[src/rtl/general_pack.sv]
// Shared helpers and types for the Avalon-ST message path.
// msg_sm_t lives here so that monitors can decode the guard's state.
package general_pack;

    // Returns ceil(log2(n)), with a minimum of 1 bit.
    function automatic int log2up_func(input int n);
        int r;
        r = 1;
        while ((1 << r) < n) r = r + 1;
        return r;
    endfunction

    typedef enum logic [1:0] {
        BETWEEN_MSG,
        IN_MSG,
        DISCARD
    } msg_sm_t;

endpackage

[src/rtl/avalon_st_if.sv]
// Avalon-ST beat bundle (valid/rdy/sop/eop/data/empty).
// A beat transfers on a posedge where valid & rdy are both 1. While valid=1 and rdy=0,
// the master holds valid and all beat fields stable. rdy may be asserted with valid low.
interface avalon_st_if
    import general_pack::*;
#(
    parameter int DATA_WIDTH_IN_BYTES = 16
);
    localparam int EMPTY_W = log2up_func(DATA_WIDTH_IN_BYTES);

    logic                             valid;
    logic                             rdy;
    logic                             sop;
    logic                             eop;
    logic [8*DATA_WIDTH_IN_BYTES-1:0] data;
    logic [EMPTY_W-1:0]               empty;

    modport master (output valid, sop, eop, data, empty, input rdy);
    modport slave  (input valid, sop, eop, data, empty, output rdy);
endinterface

[src/rtl/avalon_st_skid_buffer.sv]
// Two-entry register slice for avalon_st_if. Both the output beat and the input rdy are
// registered, so there is no combinational path from out_msg.rdy to in_msg.rdy.
module avalon_st_skid_buffer
    import general_pack::*;
#(
    parameter int DATA_WIDTH_IN_BYTES = 16
) (
    input logic        clk,
    input logic        rst,
    avalon_st_if.slave  in_msg,
    avalon_st_if.master out_msg
);
    localparam int EMPTY_W = log2up_func(DATA_WIDTH_IN_BYTES);
    localparam int BEAT_W  = 2 + EMPTY_W + 8 * DATA_WIDTH_IN_BYTES;

    logic [BEAT_W-1:0] in_beat;
    logic [BEAT_W-1:0] out_beat;
    logic [BEAT_W-1:0] skid_beat;
    logic              out_valid;
    logic              skid_valid;
    logic              in_rdy;
    logic              push;
    logic              out_free;

    assign in_beat  = {in_msg.sop, in_msg.eop, in_msg.empty, in_msg.data};
    assign push     = in_msg.valid & in_rdy;
    assign out_free = ~out_valid | out_msg.rdy;

    // in_rdy tracks !skid_valid one cycle ahead, so a push never meets an occupied skid.
    always_ff @(posedge clk or posedge rst) begin
        if (rst) begin
            out_valid  <= 1'b0;
            skid_valid <= 1'b0;
            in_rdy     <= 1'b0;
            out_beat   <= '0;
            skid_beat  <= '0;
        end else begin
            in_rdy <= ~skid_valid;
            if (out_free) begin
                in_rdy <= 1'b1;
                if (skid_valid) begin
                    out_beat   <= skid_beat;
                    out_valid  <= 1'b1;
                    skid_valid <= 1'b0;
                end else begin
                    out_valid <= push;
                    if (push) out_beat <= in_beat;
                end
            end else if (push) begin
                skid_beat  <= in_beat;
                skid_valid <= 1'b1;
                in_rdy     <= 1'b0;
            end
        end
    end

    assign in_msg.rdy    = in_rdy;
    assign out_msg.valid = out_valid;
    assign {out_msg.sop, out_msg.eop, out_msg.empty, out_msg.data} = out_beat;

endmodule

[src/rtl/avalon_msg_guard.sv]
// Message-framing guard between an untrusted Avalon-ST source and trusted logic:
// drops stray beats/SOPs, truncates over-length messages, zeroes empty bytes on EOP.
module avalon_msg_guard
    import general_pack::*;
#(
    parameter int DATA_WIDTH_IN_BYTES = 16,
    parameter int MAX_MSG_LEN_WORDS   = 64,
    parameter int CNT_WIDTH           = 16
) (
    input  logic                 clk,
    input  logic                 rst,
    avalon_st_if.slave           untrusted_msg,
    avalon_st_if.master          enforced_msg,
    input  logic                 clear_cnt,
    output logic                 missing_sop_indi,
    output logic                 unexpected_sop_indi,
    output logic                 oversize_indi,
    output logic [CNT_WIDTH-1:0] missing_sop_cnt,
    output logic [CNT_WIDTH-1:0] unexpected_sop_cnt,
    output logic [CNT_WIDTH-1:0] oversize_cnt
);
    localparam int DATA_W     = 8 * DATA_WIDTH_IN_BYTES;
    localparam int EMPTY_W    = log2up_func(DATA_WIDTH_IN_BYTES);
    localparam int BEAT_CNT_W = log2up_func(MAX_MSG_LEN_WORDS + 1);
    localparam logic [BEAT_CNT_W-1:0] MAX_BEATS = BEAT_CNT_W'(MAX_MSG_LEN_WORDS);

    avalon_st_if #(.DATA_WIDTH_IN_BYTES(DATA_WIDTH_IN_BYTES)) cleaned_msg ();

    msg_sm_t                 msg_state;
    msg_sm_t                 state_nxt;
    logic [BEAT_CNT_W-1:0]   beat_cnt;
    logic [BEAT_CNT_W-1:0]   cnt_nxt;
    logic                    accept;
    logic                    fwd;
    logic                    out_eop;
    logic [EMPTY_W-1:0]      out_empty;
    logic [DATA_W-1:0]       out_data;
    logic                    ev_missing;
    logic                    ev_unexp;
    logic                    ev_over;

    assign untrusted_msg.rdy = cleaned_msg.rdy;
    assign accept            = untrusted_msg.valid & cleaned_msg.rdy;

    always_comb begin
        state_nxt  = msg_state;
        cnt_nxt    = beat_cnt;
        fwd        = 1'b0;
        out_eop    = untrusted_msg.eop;
        ev_missing = 1'b0;
        ev_unexp   = 1'b0;
        ev_over    = 1'b0;
        if (accept) begin
            case (msg_state)
                BETWEEN_MSG: begin
                    if (untrusted_msg.sop) begin
                        fwd       = 1'b1;
                        cnt_nxt   = BEAT_CNT_W'(1);
                        state_nxt = untrusted_msg.eop ? BETWEEN_MSG : IN_MSG;
                    end else begin
                        ev_missing = 1'b1;
                    end
                end
                IN_MSG: begin
                    if (untrusted_msg.sop) begin
                        ev_unexp = 1'b1;
                    end else begin
                        fwd     = 1'b1;
                        cnt_nxt = beat_cnt + 1'b1;
                        if (untrusted_msg.eop) state_nxt = BETWEEN_MSG;
                    end
                end
                DISCARD: begin
                    if (untrusted_msg.eop) state_nxt = BETWEEN_MSG;
                end
                default: state_nxt = BETWEEN_MSG;
            endcase
        end
        // An EOP that lands exactly on the limit is a normal end, not a truncation.
        if (fwd && !untrusted_msg.eop && MAX_MSG_LEN_WORDS != 0 && cnt_nxt == MAX_BEATS) begin
            out_eop   = 1'b1;
            ev_over   = 1'b1;
            state_nxt = DISCARD;
        end
        out_empty = untrusted_msg.eop ? untrusted_msg.empty : '0;
        out_data  = untrusted_msg.data;
        for (int i = 0; i < DATA_WIDTH_IN_BYTES; i++) begin
            if (i < int'(out_empty)) out_data[8*i +: 8] = 8'h00;
        end
    end

    assign cleaned_msg.valid = fwd;
    assign cleaned_msg.sop   = (msg_state == BETWEEN_MSG);
    assign cleaned_msg.eop   = out_eop;
    assign cleaned_msg.empty = out_empty;
    assign cleaned_msg.data  = out_data;

    always_ff @(posedge clk or posedge rst) begin
        if (rst) begin
            msg_state           <= BETWEEN_MSG;
            beat_cnt            <= '0;
            missing_sop_indi    <= 1'b0;
            unexpected_sop_indi <= 1'b0;
            oversize_indi       <= 1'b0;
            missing_sop_cnt     <= '0;
            unexpected_sop_cnt  <= '0;
            oversize_cnt        <= '0;
        end else begin
            msg_state           <= state_nxt;
            beat_cnt            <= cnt_nxt;
            missing_sop_indi    <= ev_missing;
            unexpected_sop_indi <= ev_unexp;
            oversize_indi       <= ev_over;
            // Clear takes priority; counters stick once all ones.
            if (clear_cnt) begin
                missing_sop_cnt    <= '0;
                unexpected_sop_cnt <= '0;
                oversize_cnt       <= '0;
            end else begin
                if (ev_missing && missing_sop_cnt != '1) missing_sop_cnt <= missing_sop_cnt + 1'b1;
                if (ev_unexp && unexpected_sop_cnt != '1) unexpected_sop_cnt <= unexpected_sop_cnt + 1'b1;
                if (ev_over && oversize_cnt != '1) oversize_cnt <= oversize_cnt + 1'b1;
            end
        end
    end

    avalon_st_skid_buffer #(.DATA_WIDTH_IN_BYTES(DATA_WIDTH_IN_BYTES)) u_skid (
        .clk     (clk),
        .rst     (rst),
        .in_msg  (cleaned_msg),
        .out_msg (enforced_msg)
    );

endmodule

[src/flat_wrapper.sv]
// flat-port wrapper written by rule: the top's interface ports become plain ports
module avalon_msg_guard_flat import general_pack::*;
#(
    parameter int DATA_WIDTH_IN_BYTES = 16,
    parameter int MAX_MSG_LEN_WORDS   = 64,
    parameter int CNT_WIDTH           = 16
)
  (clk, rst, clear_cnt, missing_sop_indi, unexpected_sop_indi, oversize_indi, missing_sop_cnt, unexpected_sop_cnt, oversize_cnt, untrusted_msg_valid, untrusted_msg_sop, untrusted_msg_eop, untrusted_msg_data, untrusted_msg_empty, untrusted_msg_rdy, enforced_msg_valid, enforced_msg_sop, enforced_msg_eop, enforced_msg_data, enforced_msg_empty, enforced_msg_rdy);
  avalon_st_if #(.DATA_WIDTH_IN_BYTES(DATA_WIDTH_IN_BYTES)) untrusted_msg_i ();
  avalon_st_if #(.DATA_WIDTH_IN_BYTES(DATA_WIDTH_IN_BYTES)) enforced_msg_i ();
  input  logic clk;
  input  logic rst;
  input  logic clear_cnt;
  output logic missing_sop_indi;
  output logic unexpected_sop_indi;
  output logic oversize_indi;
  output logic [CNT_WIDTH-1:0] missing_sop_cnt;
  output logic [CNT_WIDTH-1:0] unexpected_sop_cnt;
  output logic [CNT_WIDTH-1:0] oversize_cnt;
  input wire logic [$bits(untrusted_msg_i.valid)-1:0] untrusted_msg_valid;
  input wire logic [$bits(untrusted_msg_i.sop)-1:0] untrusted_msg_sop;
  input wire logic [$bits(untrusted_msg_i.eop)-1:0] untrusted_msg_eop;
  input wire logic [$bits(untrusted_msg_i.data)-1:0] untrusted_msg_data;
  input wire logic [$bits(untrusted_msg_i.empty)-1:0] untrusted_msg_empty;
  output wire logic [$bits(untrusted_msg_i.rdy)-1:0] untrusted_msg_rdy;
  output wire logic [$bits(enforced_msg_i.valid)-1:0] enforced_msg_valid;
  output wire logic [$bits(enforced_msg_i.sop)-1:0] enforced_msg_sop;
  output wire logic [$bits(enforced_msg_i.eop)-1:0] enforced_msg_eop;
  output wire logic [$bits(enforced_msg_i.data)-1:0] enforced_msg_data;
  output wire logic [$bits(enforced_msg_i.empty)-1:0] enforced_msg_empty;
  input wire logic [$bits(enforced_msg_i.rdy)-1:0] enforced_msg_rdy;
  assign untrusted_msg_i.valid = untrusted_msg_valid;
  assign untrusted_msg_i.sop = untrusted_msg_sop;
  assign untrusted_msg_i.eop = untrusted_msg_eop;
  assign untrusted_msg_i.data = untrusted_msg_data;
  assign untrusted_msg_i.empty = untrusted_msg_empty;
  assign untrusted_msg_rdy = untrusted_msg_i.rdy;
  assign enforced_msg_valid = enforced_msg_i.valid;
  assign enforced_msg_sop = enforced_msg_i.sop;
  assign enforced_msg_eop = enforced_msg_i.eop;
  assign enforced_msg_data = enforced_msg_i.data;
  assign enforced_msg_empty = enforced_msg_i.empty;
  assign enforced_msg_i.rdy = enforced_msg_rdy;
  avalon_msg_guard #(.DATA_WIDTH_IN_BYTES(DATA_WIDTH_IN_BYTES), .MAX_MSG_LEN_WORDS(MAX_MSG_LEN_WORDS), .CNT_WIDTH(CNT_WIDTH)) u_core (.clk(clk), .rst(rst), .untrusted_msg(untrusted_msg_i), .enforced_msg(enforced_msg_i), .clear_cnt(clear_cnt), .missing_sop_indi(missing_sop_indi), .unexpected_sop_indi(unexpected_sop_indi), .oversize_indi(oversize_indi), .missing_sop_cnt(missing_sop_cnt), .unexpected_sop_cnt(unexpected_sop_cnt), .oversize_cnt(oversize_cnt));
endmodule
[config.mk]
export PLATFORM = sky130hd
export DESIGN_NAME = avalon_msg_guard_flat
export DESIGN_NICKNAME = d
export VERILOG_FILES = /design/src/rtl/general_pack.sv /design/src/rtl/avalon_st_if.sv /design/src/rtl/avalon_st_skid_buffer.sv /design/src/rtl/avalon_msg_guard.sv /design/src/flat_wrapper.sv
export SDC_FILE = /design/constraint.sdc
export NUM_CORES = 1
export LEC_CHECK = 0
export BUFFER_PORTS_ARGS = -buffer_cell sky130_fd_sc_hd__buf_2
export CELL_PAD_IN_SITES_DETAIL_PLACEMENT = 0
export CELL_PAD_IN_SITES_GLOBAL_PLACEMENT = 1
export CORE_ASPECT_RATIO = 1.2
export CORE_MARGIN = 10
export CORE_UTILIZATION = 38
export CTS_BUF_LIST = sky130_fd_sc_hd__clkbuf_2 sky130_fd_sc_hd__clkbuf_4 sky130_fd_sc_hd__clkbuf_8
export CTS_CLUSTER_SIZE = 14
export DETAILED_ROUTE_END_ITERATION = 8
export PLACE_DENSITY = 0.79
export SLEW_MARGIN = 10
export SYNTH_ARGS = -nofsm -noshare
export SYNTH_HDL_FRONTEND = slang
export SYNTH_SLANG_ARGS = --single-unit
[constraint.sdc]
create_clock -name clk -period 11.8 [get_ports clk]
set_input_delay 2.36 -clock clk [delete_from_list [all_inputs] [get_ports clk]]
set_output_delay 2.36 -clock clk [all_outputs]
set_load 0.1 [all_outputs]
==> results.ini, run 1 <==
[status]
run_status=complete, no violations

[clocking]
cts-root-buf=sky130_fd_sc_hd__clkbuf_8
cts.reportedPaths.clkPinSlew_ns=0.06
tritoncts=yes
clk_latency_ns=0.60
cts_num_sinks=331
ctsHoldBuffers=0
cts.path.max_buffers=3
cts.repair_timing.setup_buffer_count=0
cts.repair.resized=0
htreeDepth=2
cts-buffers-inserted=55

[critical_path]
criticalPathCategory=in2reg
critical_path_end_type=flop
slowest_delay_ns=0.60
crit_chain=buf_2 -> inv_1 -> ha_1 -> o22ai_1 -> a22o_1 -> nor4_4 -> nand3_2 -> or4_1 -> a21oi_1
critical-path-slowest-cell=sky130_fd_sc_hd__or4_1
crit_fanout=23
timing.critical_path.max_delay_family=simple AND/OR/NAND/NOR gates
crit_arrival_ns=4.81
crit_buf_inv=2
timing.critical_path.from_type=input pin
cp.required_ns=12.30

[sta]
clock_skew_ns=0.02183
rsz_0062_raised_after_global_routing=false
fin_hold_ws_ns=0.4763
fin_ws_ns=7.489
final-setup-viol-count=0
maximum_achievable_frequency_ghz=0.2319
maxSlewViolCount=0
worst_slew_margin_rel_pct=24.88
total_neg_setup_slack_ns=0
post-route-min-period_ns=4.311
timing_hold_violations_final=0
layout_worst_path_cycle_share_pct=36.54
slew_at_the_pin_closest_to_its_max_slew_limit_ns=1.127

[die]
floorplan.core_area_um2=37870
number_of_top_level_design_ports=326
num_rows=78
floorplan.initialDensity_pct=38.42
floorplan.die_area_um2=46540
die_width_um=198.6
die_height_um=234.3

[global_routing]
gr-total-overflow=0
first_global_vias=12255
grt_antenna_before_repair=8
grt_max_degree=269
grt_use_total_pct=17.88
grt_pass1_wl_mm=67.25

[placement]
dpl.hpwl_mm=28.93
routabilityCongestion=0.8041
placement.io_buffers=325
placement.setup.worst_slack_ns=6.883

[detailed_routing]
post_drt_wl_per_cell_um=17.32
drt-total-wl_mm=42.45
first_iter_violations=787
detailedRoute.firstPassIterationCount=5
drt_drc_violations_left=0
postRouteAntennaNets=0
dr_total_vias=12362
post_drt_via_cell_ratio=5.044

[yosys]
number_of_enable_type_register_cells_in_the_synthesized_netlist=0
synth_sequential_area_ratio_pct=56.94
synth_top_area_share_pct=56.94
synth_area_leaders=sky130_fd_sc_hd__dfrtp_1 (57%), sky130_fd_sc_hd__a21oi_1 (9.5%), sky130_fd_sc_hd__nor2_1 (7.8%)
synthesis.nets=1787
netlist_instances=1641
synth-seq-cells=331
syn-mean-instance-area_um2=8.864
postSynth.asyncResetShare_pct=100.0
dominant_register_cell_in_the_synthesized_netlist=sky130_fd_sc_hd__dfrtp_1
post-synth-top-area-cell=sky130_fd_sc_hd__dfrtp_1
ys_types=58
ys.warnings.count=0
syn-cell-area_um2=14550

[layout]
design.final.nets=2074
leading_cell_type_in_the_layout_fill_and_taps_excluded=sky130_fd_sc_hd__dfrtp_1
drive_above_1_share_pct=23.12
syn_to_final_growth_pct=21.37
post_route_utilization_pct=46.62
layout_common_cells=sky130_fd_sc_hd__dfrtp_1 (330), sky130_fd_sc_hd__buf_2 (325), sky130_fd_sc_hd__nor2_1 (301)

[power_and_ir_drop]
power.share.switching_pct=54.35
power.share.clock_pct=18.0
p_total_mw=5.888
pwr-share-comb_pct=50.1
power.density_cell_area_nw_per_um2=333.5
sequentialPowerShare_pct=31.8
vdd_drop_max_mv=0.2720
power_switching_mw=3.200
p_int_mw=2.688
power.static_leakage_nw=8.569

[worst_hold_path]
timing.hold.worst.class=reg2reg

[flow_run]
drv_cap=0

-- synthesized netlist by cell type, types with 5 or more instances --
cell                       count
sky130_fd_sc_hd__nand4_1      15
sky130_fd_sc_hd__or3_1        16
sky130_fd_sc_hd__nor2_1      302
sky130_fd_sc_hd__clkbuf_1     92
sky130_fd_sc_hd__inv_1        17
sky130_fd_sc_hd__nand2_1     278
sky130_fd_sc_hd__dfrtp_1     331
sky130_fd_sc_hd__a21oi_1     277
sky130_fd_sc_hd__nand3_1      16
sky130_fd_sc_hd__o21ai_1      13
sky130_fd_sc_hd__mux2_2        8
sky130_fd_sc_hd__ha_1          7
sky130_fd_sc_hd__nor3_1        5
sky130_fd_sc_hd__xor2_1       21
sky130_fd_sc_hd__and3_1        8
sky130_fd_sc_hd__buf_1         6
sky130_fd_sc_hd__o21ai_0     134
sky130_fd_sc_hd__and4_1        8
sky130_fd_sc_hd__xnor2_1       6
sky130_fd_sc_hd__mux2i_1      14
-- through the flow --
| stage | instances | instance area [um^2] |
|---|---|---|
| 6_report | 2451 | 17650 |
| 2_1_floorplan | 1641 | 14550 |
| 3_5_place_dp | 2351 | 16480 |
| 5_1_grt | 2448 | 17650 |
| 3_3_place_gp | 2351 | 16480 |
| 4_1_cts | 2448 | 17650 |
-- worst min-delay path: stages (launching register included) --
cell	delay [ns]
sky130_fd_sc_hd__dfrtp_1	0.34
sky130_fd_sc_hd__nand2_1	0.04
sky130_fd_sc_hd__o21ai_0	0.06
-- final timing paths --
kind                       cells past startpoint                     endpoint  slack, ns                         from
min in group asynchronous                      2  u_core.u_skid.out_beat[121]       1.88                          rst
setup reg to reg                               9       u_core.oversize_cnt[9]       8.66          u_core.msg_state[1]
hold reg to reg                                2  u_core.u_skid.skid_beat[63]       0.48  u_core.u_skid.skid_beat[63]
setup / recovery                               9       u_core.oversize_cnt[9]       7.49            untrusted_msg_sop
hold / removal                                 2  u_core.u_skid.skid_beat[63]       0.48  u_core.u_skid.skid_beat[63]
max in group asynchronous                      3     u_core.u_skid.skid_valid       8.33                          rst
-- per-layer routing --
layer / track usage, % / vias up / share of wire, %
met1: 22.04 / 5862 / 42
met2: 29.54 / 296 / 48
met3: 5.666 / 75 / 7.8
met5: 0 / - / 0.16
li1: - / 6117 / -
met4: 5.085 / 12 / 2.0
-- cells by family after synthesis --
group	count (synthesis)	synth area share [%]
xor+xnor	27	1.626
mux	22	1.583
fa+ha+maj	7	0.6021
compound gates	450	16.01
simple gates	683	19.96
flops	331	56.94
buf+inv	121	3.277
-- area by class of cell --
cell class	count	area, um^2
fill	3803	20210
sequential	331	8287
multi-input combinational	1189	5802
timing repair buffer	334	1719
clock buffer	90	1132
tap	480	600.6
inverter	17	71.32
clock inverter	7	35.03
antenna	3	7.507
-- power groups by stage --
stage | logic [mW] | clock network, mW | registers (mW)
after detailed placement | 2.98 | 0 | 1.90
final | 2.95 | 1.06 | 1.88
after floorplan | 0.740 | 0 | 3.55
after global placement | 2.94 | 0 | 1.88
after global routing | 3.14 | 1.14 | 1.94
after CTS | 2.98 | 1.10 | 1.88
-- sequential cells by signal, indices dropped and copies added, names as in the netlist --
name                         cells
u_core.missing_sop_cnt          16
u_core.unexpected_sop_cnt       16
u_core.u_skid.skid_valid         1
u_core.missing_sop_indi          1
u_core.unexpected_sop_indi       1
u_core.beat_cnt                  7
u_core.u_skid.in_msg.rdy         1
u_core.oversize_cnt             16
u_core.u_skid.out_beat         134
u_core.u_skid.out_msg.valid      1
u_core.msg_state                 2
u_core.u_skid.skid_beat        134
u_core.oversize_indi             1
(Power assumes the default switching activity.)
==> inputs of run 2 (changes only) <==
CORE_UTILIZATION = 42   (was 38)
PLACE_DENSITY = 0.82   (was 0.79)
clock period = 4 ns   (was 11.8 ns; I/O delays follow)
==> run 2 against run 1 <==
Hold slack lost 0.16 ns. Combinational power grew to 3.0 times the previous value. Via count increased by 0.86%. Clock power increased to 3.0 times the previous value. Cell count decreased by 0.49%. Largest cell class unchanged. Largest power group unchanged. Highest routed layer unchanged.
==> results.ini, run 2 (synthesis gave the netlist of run 1 again) <==
[clocking]
cts_num_sinks=331  ; unchanged
cts.reportedPaths.clkPinSlew_ns=0.06  ; about the same
ctsHoldBuffers=0  ; unchanged
cts.repair.resized=0  ; unchanged
tritoncts=yes
cts.path.max_buffers=3  ; unchanged
cts.repair_timing.setup_buffer_count=0  ; unchanged
htreeDepth=2  ; unchanged
clk_latency_ns=0.60  ; about the same
cts-root-buf=sky130_fd_sc_hd__clkbuf_8
cts-buffers-inserted=53  ; -3.6%

[power_and_ir_drop]
power.density_cell_area_nw_per_um2=980.2  ; +190%
power_switching_mw=9.435  ; +190%
power.static_leakage_nw=8.678  ; +1.3%
p_int_mw=8.098  ; +200%
power.share.switching_pct=53.81  ; -0.54 points
sequentialPowerShare_pct=31.2  ; -0.6 points
pwr-share-comb_pct=50.7  ; +0.6 points
vdd_drop_max_mv=0.6559  ; +140%
power.share.clock_pct=18.1  ; about the same

[global_routing]
grt_max_degree=260  ; -3.3%
grt_antenna_before_repair=5  ; -3
gr-total-overflow=0  ; unchanged
grt_use_total_pct=18.92  ; +1.0 points
first_global_vias=12232  ; -0.19%
grt_pass1_wl_mm=66.18  ; -1.6%

[layout]
layoutNonFillerInstCount=2439  ; -0.49%
layout_common_cells=sky130_fd_sc_hd__dfrtp_1 (330), sky130_fd_sc_hd__buf_2 (325), sky130_fd_sc_hd__nor2_1 (301)
syn_to_final_growth_pct=22.97
design.final.nets=2087  ; +0.63%
leading_cell_type_in_the_layout_fill_and_taps_excluded=sky130_fd_sc_hd__dfrtp_1
drive_above_1_share_pct=23.62  ; +0.50 points
biggestRegsByFlops=u_core.u_skid.out_beat (134), u_core.u_skid.skid_beat (134)
post_route_utilization_pct=52.35  ; +5.7 points

[sta]
slew_at_the_pin_closest_to_its_max_slew_limit_ns=1.130  ; +0.003634 ns
maxSlewViolCount=0  ; unchanged
post-route-min-period_ns=3.009
clock_skew_ns=0.008839  ; -0.01299 ns
worst_slew_margin_rel_pct=24.64  ; -0.24 points
maximum_achievable_frequency_ghz=0.3324
layout_worst_path_cycle_share_pct=75.22
timing_hold_violations_final=0  ; unchanged
final-setup-viol-count=0  ; unchanged
rsz_0062_raised_after_global_routing=false

[critical_path]
rr_endpoint=u_core.oversize_cnt[6]
crit_fanout=14  ; -39%
worst_reg_to_reg_path_cell_count=10  ; +1
timing.critical_path.from_type=flop
critical_path_end_type=flop
slowest_delay_ns=0.44  ; -0.16 ns
crit_arrival_ns=3.52  ; -1.29 ns
cp.required_ns=4.51  ; -7.79 ns
worst_setup_path_startpoint=u_core.msg_state[1]
worst_setup_path_endpoint=u_core.oversize_cnt[6]
crit-reg2reg-launch=u_core.msg_state[1]
crit_chain=inv_1 -> ha_1 -> o211ai_1 -> nand2b_4 -> o2bb2ai_2 -> nor4_4 -> nand3_2 -> buf_4 -> or3_1 -> a21oi_1
ff2ff_setup_slack_ns=0.99  ; -7.67 ns
criticalPathCategory=reg2reg
critical-path-slowest-cell=sky130_fd_sc_hd__ha_1

[placement]
dpl.hpwl_mm=28.96  ; +0.11%
routabilityCongestion=0.8239  ; +2.5%
place.detailed.instances=2342  ; -0.38%
placement.io_buffers=325  ; unchanged

[detailed_routing]
dr_total_vias=12468  ; +0.86%
detailedRoute.firstPassIterationCount=5  ; unchanged
post_drt_wl_per_cell_um=17.12  ; -1.1%
drt_drc_violations_left=0  ; unchanged
postRouteAntennaNets=0  ; unchanged
first_iter_violations=859  ; +9.1%
drt-total-wl_mm=41.77  ; -1.6%
post_drt_via_cell_ratio=5.112  ; +1.4%

[flow_run]
drv_cap=0  ; unchanged

[die]
floorplan.die_area_um2=42510  ; -8.7%
num_rows=74  ; -5.1%
floorplan.core_area_um2=34170  ; -9.8%
number_of_top_level_design_ports=326  ; unchanged
floorplan.initialDensity_pct=42.58  ; +4.2 points
die_width_um=189.9  ; -4.4%
die_height_um=223.9  ; -4.5%

[worst_hold_path]
timing.hold.worst.class=in2async

[status]
run_status=complete, no violations

-- run 2: cell count changes in the layout (fill, tap and decap cells not counted), sizes merged --
cell / before / now
clkinv: 7 / 4
bufinv: 0 / 2
clkinvlp: 0 / 2
buf: 334 / 349
diode: 3 / 2
inv: 17 / 16
clkbuf: 90 / 88
-- run 2: layer usage --
layer	wire length, um	vias up	track usage (%)
met1	17860	5915	23.77
met2	19860	334	30.62
li1	-	6149	-
met5	27	-	0
met3	3051	66	5.533
met4	967	4	6.306
-- run 2: final cells by class --
class,count,area (um^2)
Clock inverter,7,87.58
Sequential cell,331,8287
Tap cell,456,570.5
Clock buffer,88,1086
Timing Repair Buffer,349,1982
Fill cell,3195,16280
Antenna cell,2,5.005
Inverter,17,67.56
Multi-Input combinational cell,1189,5802
-- run 2: per-stage QoR --
stage	TNS, ns	instance area, um^2	power (mW)	worst slack (ns)	hold slack (ns)
6_report	0	17890	17.53	0.9913	0.3136
5_1_grt	0	17880	18.47	0.7210	0.3312
3_5_place_dp	0	16710	14.49	0.8187	0.4705
2_1_floorplan	-404.04	14550	12.65	-1.221	0.4496
3_3_place_gp	0	16710	14.34	0.8809	0.4617
4_1_cts	0	17880	17.71	0.9970	0.3059
-- run 2: worst min-delay path by stage --
stage | from | to | slack [ns] | depth (start not counted)
6_report | rst | u_core.u_skid.skid_beat[78] | 0.31 | 2
5_1_grt | rst | u_core.u_skid.out_beat[120] | 0.33 | 2
4_1_cts | rst | u_core.u_skid.out_beat[120] | 0.31 | 2
3_5_place_dp | u_core.u_skid.skid_beat[94] | u_core.u_skid.skid_beat[94] | 0.47 | 2
3_3_place_gp | u_core.u_skid.skid_beat[75] | u_core.u_skid.skid_beat[75] | 0.46 | 2
2_1_floorplan | u_core.u_skid.skid_beat[133] | u_core.u_skid.skid_beat[133] | 0.45 | 2
-- run 2: power by group through the flow --
stage               clock network [mW]  logic, mW  registers [mW]
finish                            3.17       8.89            5.47
global route                      3.41       9.43            5.63
global placement                     0       8.86            5.48
detailed placement                   0       8.96            5.53
floorplan                            0       2.18            10.5
CTS                               3.26       8.97            5.48
-- run 2: critical path: cells and delay by family (launching register included) --
kind	cells	cell delay [ns]
buffers and inverters	2	0.34
adders and majority gates	1	0.44
DFF	1	0.38
AOI/OAI and AO/OA	3	0.49
and+or+nand+nor	4	1.26
